`src/rtl/instr_queue_pkg.sv`:
```
// Shared types and defaults for the decoder-to-dispatcher instruction queue.
package instr_queue_pkg;

    localparam int unsigned IQ_DEPTH_DEF    = 8;
    localparam int unsigned IQ_AFULL_TH_DEF = 2;

    typedef struct packed {
        logic [7:0] uop;
        logic [4:0] rd;
        logic [4:0] rs1;
        logic [4:0] rs2;
        logic [8:0] imm;
    } decoded_pack_t;

    localparam int unsigned PACK_W = $bits(decoded_pack_t);

endpackage

```
`src/rtl/instr_queue_if.sv`:
```
// Decoder/dispatcher handshake bundle for instr_queue; slave = queue side.
interface instr_queue_if
    import instr_queue_pkg::*;
#(
    parameter int unsigned IQ_DEPTH = IQ_DEPTH_DEF
) ();
    logic                             in_valid;
    decoded_pack_t                    in_pack;
    logic                             in_ready;
    logic                             out_valid;
    decoded_pack_t                    out_pack;
    logic                             deq_stall;
    logic [$clog2(IQ_DEPTH+1)-1:0]    count;
    logic                             full;
    logic                             almost_full;

    modport slave (
        input  in_valid, in_pack, deq_stall,
        output in_ready, out_valid, out_pack, count, full, almost_full
    );

    modport master (
        output in_valid, in_pack, deq_stall,
        input  in_ready, out_valid, out_pack, count, full, almost_full
    );
endinterface

```
`src/rtl/instr_queue_ring_ptr.sv`:
```
// Wrapping ring pointer with synchronous clear; width sets the wrap modulus.
module iq_ring_ptr #(
    parameter int unsigned W = 3
) (
    input  logic         clk,
    input  logic         i_clear,
    input  logic         i_inc,
    output logic [W-1:0] o_ptr
);
    logic [W-1:0] r_ptr;

    always_ff @(posedge clk) begin
        if (i_clear)
            r_ptr <= '0;
        else if (i_inc)
            r_ptr <= r_ptr + W'(1);
    end

    assign o_ptr = r_ptr;
endmodule

```
`src/rtl/instr_queue.sv`:
```
// First-word-fall-through instruction queue between decoder and dispatcher.
// Optional same-cycle empty-queue bypass enabled by defining IQ_BYPASS_EN.
module instr_queue
    import instr_queue_pkg::*;
#(
    parameter int unsigned IQ_DEPTH    = IQ_DEPTH_DEF,
    parameter int unsigned IQ_AFULL_TH = IQ_AFULL_TH_DEF
) (
    input  logic          clk,
    input  logic          reset,
    input  logic          flush,
    instr_queue_if.slave  q
);
    localparam int unsigned PW = $clog2(IQ_DEPTH);
    localparam int unsigned CW = $clog2(IQ_DEPTH + 1);

    decoded_pack_t  r_mem [IQ_DEPTH];
    logic [CW-1:0]  r_count;
    logic [PW-1:0]  w_head;
    logic [PW-1:0]  w_tail;
    logic [CW-1:0]  w_free;
    logic           w_clear;
    logic           w_empty;
    logic           w_full;
    logic           w_bypass;
    logic           w_enq;
    logic           w_deq;

    assign w_clear = reset | flush;
    assign w_empty = (r_count == '0);
    assign w_full  = (r_count == CW'(IQ_DEPTH));
    assign w_free  = CW'(IQ_DEPTH) - r_count;

`ifdef IQ_BYPASS_EN
    // Pack goes straight to the dispatcher; storage and pointers are untouched.
    assign w_bypass = w_empty & q.in_valid & ~q.deq_stall & ~flush;
`else
    assign w_bypass = 1'b0;
`endif

    assign w_enq = q.in_valid & ~w_full & ~flush & ~w_bypass;
    assign w_deq = ~w_empty & ~q.deq_stall & ~flush;

    iq_ring_ptr #(.W(PW)) u_head (
        .clk     (clk),
        .i_clear (w_clear),
        .i_inc   (w_deq),
        .o_ptr   (w_head)
    );

    iq_ring_ptr #(.W(PW)) u_tail (
        .clk     (clk),
        .i_clear (w_clear),
        .i_inc   (w_enq),
        .o_ptr   (w_tail)
    );

    always_ff @(posedge clk) begin
        if (w_enq)
            r_mem[w_tail] <= q.in_pack;
    end

    always_ff @(posedge clk) begin
        if (w_clear)
            r_count <= '0;
        else if (w_enq && !w_deq)
            r_count <= r_count + CW'(1);
        else if (!w_enq && w_deq)
            r_count <= r_count - CW'(1);
    end

    always_comb begin
        q.out_valid = ~w_empty | w_bypass;
        q.out_pack  = '0;
        if (w_bypass)
            q.out_pack = q.in_pack;
        else if (!w_empty)
            q.out_pack = r_mem[w_head];
    end

    assign q.in_ready    = ~w_full;
    assign q.count       = r_count;
    assign q.full        = w_full;
    assign q.almost_full = (w_free <= CW'(IQ_AFULL_TH));
endmodule
```
`src/flat_wrapper.sv`:
```
// flat-port wrapper written by rule: the top's interface ports become plain ports
module instr_queue_flat import instr_queue_pkg::*;
#(
    parameter int unsigned IQ_DEPTH    = IQ_DEPTH_DEF,
    parameter int unsigned IQ_AFULL_TH = IQ_AFULL_TH_DEF
)
  (clk, reset, flush, q_in_valid, q_in_pack, q_deq_stall, q_in_ready, q_out_valid, q_out_pack, q_count, q_full, q_almost_full);
  instr_queue_if #(.IQ_DEPTH(IQ_DEPTH)) q_i ();
  input  logic clk;
  input  logic reset;
  input  logic flush;
  input wire logic [$bits(q_i.in_valid)-1:0] q_in_valid;
  input wire logic [$bits(q_i.in_pack)-1:0] q_in_pack;
  input wire logic [$bits(q_i.deq_stall)-1:0] q_deq_stall;
  output wire logic [$bits(q_i.in_ready)-1:0] q_in_ready;
  output wire logic [$bits(q_i.out_valid)-1:0] q_out_valid;
  output wire logic [$bits(q_i.out_pack)-1:0] q_out_pack;
  output wire logic [$bits(q_i.count)-1:0] q_count;
  output wire logic [$bits(q_i.full)-1:0] q_full;
  output wire logic [$bits(q_i.almost_full)-1:0] q_almost_full;
  assign q_i.in_valid = q_in_valid;
  assign q_i.in_pack = q_in_pack;
  assign q_i.deq_stall = q_deq_stall;
  assign q_in_ready = q_i.in_ready;
  assign q_out_valid = q_i.out_valid;
  assign q_out_pack = q_i.out_pack;
  assign q_count = q_i.count;
  assign q_full = q_i.full;
  assign q_almost_full = q_i.almost_full;
  instr_queue #(.IQ_DEPTH(IQ_DEPTH), .IQ_AFULL_TH(IQ_AFULL_TH)) u_core (.clk(clk), .reset(reset), .flush(flush), .q(q_i));
endmodule
```
`config.mk`:
```
export PLATFORM = sky130hd
export DESIGN_NAME = instr_queue_flat
export DESIGN_NICKNAME = d
export VERILOG_FILES = /design/src/rtl/instr_queue_pkg.sv /design/src/rtl/instr_queue_if.sv /design/src/rtl/instr_queue_ring_ptr.sv /design/src/rtl/instr_queue.sv /design/src/flat_wrapper.sv
export SDC_FILE = /design/constraint.sdc
export NUM_CORES = 1
export LEC_CHECK = 0
export ABC_AREA = 1
export BUFFER_PORTS_ARGS = -buffer_cell sky130_fd_sc_hd__buf_2
export CORE_UTILIZATION = 65
export DETAILED_ROUTE_END_ITERATION = 7
export PLACE_DENSITY = 0.89
export RECOVER_POWER = 50
export SLEW_MARGIN = 40
export SYNTH_ARGS = -nofsm -noshare
export SYNTH_HDL_FRONTEND = slang
export SYNTH_SLANG_ARGS = --single-unit
```
`constraint.sdc`:
```
create_clock -name clk -period 7.69 [get_ports clk]
set_clock_uncertainty 0.1 [all_clocks]
set_input_delay 0.769 -clock clk [delete_from_list [all_inputs] [get_ports clk]]
set_output_delay 0.769 -clock clk [all_outputs]
set_load 0.1 [all_outputs]
```
**Word-level counts from Yosys, hierarchy flattened**

Memory sizes are Yosys's and may differ from the RTL's. A register that Yosys moved wholly into a read port is not among the register bits.
Index checks and enable logic that the tools add are counted.

- Add/sub/neg operators: 5
- $lt $le $gt $ge: 1
- Equal/unequal tests: 1
- Multiplexer cells: 7
- Bitwise gates (word level): 9
- Reductions and logical operators: 6

Operators with widths:

| operator | count |
|---|---|
| two-way mux 32 bit | 1 |
| two-way mux 4 bit | 2 |
| adder 3 x 1 -> 3 bit, second input constant | 2 |
| two-way mux 3 bit | 2 |
| adder 4 x 1 -> 4 bit, second input constant | 1 |
| bitwise AND 1 bit | 4 |
| equality test 4 bit, second input constant | 1 |
| <= comparator 4 x 2 -> 1 bit, second input constant | 1 |
| logical NOT 4 bit | 1 |
| NOT 1 bit | 4 |
| subtractor 4 x 1 -> 4 bit, second input constant | 1 |
| subtractor 4 bit, first input constant | 1 |
| logical AND 1 bit | 2 |
| logical NOT 1 bit | 2 |
| two-way mux 1 bit | 2 |
| nonzero test 2 bit | 1 |
| bitwise OR 1 bit | 1 |

- Register bits after elaboration: 10
- RAM bits: 256
- Input bits: 37
- Output and inout bits: 40
- Logic and storage cells: 33
- Memories: 1

Memory list:

| memory | words | width | read ports | clocked after Yosys merged registers in | wr ports | RTL line | text |
|---|---|---|---|---|---|---|---|
| u_core.r_mem | 8 | 32 | 1 | 1 | 1 | instr_queue.sv:17 | `decoded_pack_t r_mem [IQ_DEPTH];` |

**Depth between registers and ports, before layout**

- Depth after elaboration: 8
- Gate-level depth with buffers: 15
- Mapped depth without buffers: 15

**Modules after synthesis**

From an unflattened synthesis, not the netlist that was laid out.

- Cells, all modules: 1153
- Area total of the unflattened synthesis: 11529.8 sq um

By module, submodules not included:

| module | times used | cells each | area each (sq um) | seq. area each (sq um) |
|---|---|---|---|---|
| instr_queue | 1 | 1119 | 11279.6 | 7767.4 |
| iq_ring_ptr | 2 | 17 | 125.1 | 60.1 |

**Worst setup path after synthesis**

OpenSTA, ideal clock, no wires.

- Path kind: register -> output
- Start: register u_core.r_count[0] (netlist: u_core.q.count[0])
- End: output port q_out_pack[22]
- Arrival time: 3.514 ns
- Required time: 6.821 ns
- Setup slack: 3.307 ns
- Stages on the path, launching flop included: 7
- Buffers on the path: 1
- Path through: dfxtp_1 > inv_1 > ha_1 > nand3_1 > buf_2 > nand2_1 > nor2_1

- Word-level cells in the longest chain between the ends: 2

RTL lines:

| element | RTL line | text |
|---|---|---|
| start: declaration | instr_queue.sv:18 | `logic [CW-1:0] r_count;` |
| start signal: assignment | instr_queue.sv:67 | `r_count <= r_count + CW'(1);` |
| start signal: assignment | instr_queue.sv:69 | `r_count <= r_count - CW'(1);` |
| logical NOT 4 bit | instr_queue.sv:30 | `assign w_empty = (r_count == '0);` |
| two-way mux 32 bit | instr_queue.sv:77 | `else if (!w_empty)` |
| end: declaration | flat_wrapper.sv:17 | `output wire logic [$bits(q_i.out_pack)-1:0] q_out_pack;` |

Every way passes these cells.

==> flow_summary.yaml <==
status:
  outcome: "finished with violations"
  violations: "capacitance limit, slew limit"
global_routing:
  grt_pass1_vias: 8070
  track_usage: 0.287
  grt_antenna_before_repair: 0
  grt_pass1_wl_mm: 39.8
  grt_max_degree: 98
  grt_overflow_total: 0
timing:
  fin_ws_ps: 3180
  finalHoldViolations: 0
  setup-tns-final_ps: 0
  tightestPinTransition_ps: 2050
  hold_slack_ps: 409
  final-setup-viol-count: 0
  rsz0062_at_grt: "no"
  period_share: 0.586
  max_clock_freq_mhz: 222
  slew_headroom: -0.374
  fin_crit_ps: 4510
  drv_slew: 39
die:
  die_area_mm2: 0.0184
  core_mm2: 0.0174
  rows: 48
  die_x_um: 136
  io_pins: 77
  initial_core_util: 0.668
  fp.dieH_um: 136
place:
  portBuffers: 76
  place_area_mm2: 0.0123
  pre_cts_slack_ps: 3940
  hpwl_mm: 14.2
  globalplace.congestion: 0.777
  dpl.cell_count: 1420
drt:
  ant_nets: 0
  dr.pass1.iters: 5
  drt-total-wl_mm: 25.6
  vias: 8188
  route.detailed.drc: 0
  drt_iter0_markers: 866
  viasPerCell: 5.59
  routedWlPerCell_um: 17.5
setup_path:
  critPathMaxFanout: 97
  critPathCaptureType: "primary output"
  worst-endpoint-required_ps: 6820
  critical_path_arrival_ps: 3640
  critical_path_class: "flip-flop to primary output"
  cp-start-kind: "flip-flop"
cells_and_area:
  drive_gt1_frac: 0.0806
  postLayoutCellArea_mm2: 0.0130
  layout-area-overhead-vs-synth_pct: 11.7
  nets: 1268
  stdcell_count: 1466
yosys:
  synth_fa_ha_area_frac: 0.00928
  synth.most_common_cell: "nand2_1"
  synth_nets: 1200
  synth_edf_count: 256
  synth.distinct_cells: 20
  synth_compound_area_frac: 0.00647
  ys_warn_count: 0
  synthMuxAreaShare: 0
  synth_xor_area_frac: 0.00227
  synthArstFlopShare: 0
  seq_area_frac_synth: 0.685
  synth-simple-area-share: 0.226
  ys_top_cells_by_area: "edfxtp_1 66%, nand2_1 15%, inv_1 4.8%"
  synth_top_area_cell: "edfxtp_1"
  synth-seq-cells: 269
  synth_top_area_share: 0.663
  syn_inst: 1155
  synth.avg_cell_area_um2: 10.0
  synth_commonest_cells: "471 x nand2_1, 256 x edfxtp_1, 147 x inv_1"
  synth_top_family_by_area: "simple AND/OR/NAND/NOR gates"
  synth_top_flop_cell: "edfxtp_1"
  synth_area_mm2: 0.0116
clock_network:
  cts.clk_slew.worst_paths_ps: 60
  cts_tree: "built"
  cts_max_level: 1
  cts_buffers: 26
  clock-root-buffer: "clkbuf_16"
  clk_latency_ps: 530
  clockBufferDepth: 3
  cts.sinks: 269
  ctsResizeCount: 0
  cts_hold_buf: 0
  postCtsSetupRepairBufs: 0
min_path:
  hp-class: "flip-flop to flip-flop"
power_and_ir_drop:
  ir_drop_v: 0.000253
  power-per-cell-area_mw_per_mm2: 243
  leakage_nw: 5.51
job:
  max_cap_viol_count: 1
critical path, stage by stage, from the launching register on:
cell and delay, ps:
dfxtp_4 740, clkinv_2 590, buf_6 510, nand2_1 190
nand3_1 110, nand3_1 160, nand2_1 80, nor2_1 230
buf_2 460
where the power goes:
part	switching [mW]	internal [mW]	leakage [nW]	total, mW
clock network	0.510	0.672	0.383	1.18
logic	0.274	0.0596	2.71	0.334
registers	0.00834	1.62	2.42	1.63
layout make-up:
cell class,instances,area [µm²]
Tap cell,225,282
Clock buffer,34,702
Timing Repair Buffer,92,517
Multi-Input combinational cell,686,2870
Inverter,148,557
Sequential cell,269,7950
Fill cell,1062,4400
Antenna cell,1,2.50
Clock inverter,11,77.6
cell families after synthesis:
kind of cell,count (synthesis)
simple gates,660
buf+inv,200
compound gates,15
xor+xnor,3
fa+ha+maj,8
flops,269
path summary, 6_finish.rpt:
kind                                                          start  cells past startpoint                        endpoint  slack, ps
worst max-delay path                                      flip-flop                      8                  q_out_pack[24]       3180
worst min-delay path            u_core.u_head.o_ptr[2]$_SDFFE_PP0P_                      2                       flip-flop        410
worst max register to register       u_core.q.count[0]$_SDFFE_PP0P_                     12  u_core.q.count[3]$_SDFFE_PP0P_       3450
worst min register to register  u_core.u_head.o_ptr[2]$_SDFFE_PP0P_                      2                       flip-flop        410
routing by layer:
metal / GRT usage / part of all wire / vias to the layer above
met1: 0.366 / 0.38 / 3855
met2: 0.487 / 0.51 / 437
met4: 0.144 / 0.032 / 0
li1: - / - / 3826
met5: 0 / 0 / -
met3: 0.0352 / 0.075 / 70
state kept, by name, summed over array words and instances (netlist names), named ones only:
signal and flops:
u_core.q.count 4, u_core.r_mem 256, u_core.u_head.o_ptr 3, u_core.u_tail.o_ptr 3
placed cells by master (no fill, tap or decap), types with 2 or more instances in the layout:
cell type | synthesis | layout
nand2_1 | 471 | 471
edfxtp_1 | 256 | 256
inv_1 | 147 | 146
nand3_1 | 104 | 105
nor2_1 | 79 | 74
clkbuf_1 | 3 | 43
buf_2 | 34 | 40
clkbuf_16 | 0 | 27
a21oi_1 | 11 | 11
dfxtp_1 | 13 | 10
buf_4 | 6 | 9
ha_1 | 7 | 7
clkinv_2 | 0 | 5
nor2_4 | 0 | 5
clkinv_1 | 0 | 5
buf_8 | 0 | 5
o21ai_0 | 4 | 4
xor2_1 | 3 | 3
nand4_1 | 2 | 2
nor3_1 | 2 | 2
dfxtp_2 | 0 | 2
metrics by stage:
step,power (mW),utilization
2_1_floorplan,1.91,-
3_3_place_gp,1.98,0.700
3_5_place_dp,1.99,0.706
4_1_cts,3.15,0.751
5_1_grt,3.23,0.746
6_report,3.14,0.746
Note: power is estimated with default switching activity, not from simulation.
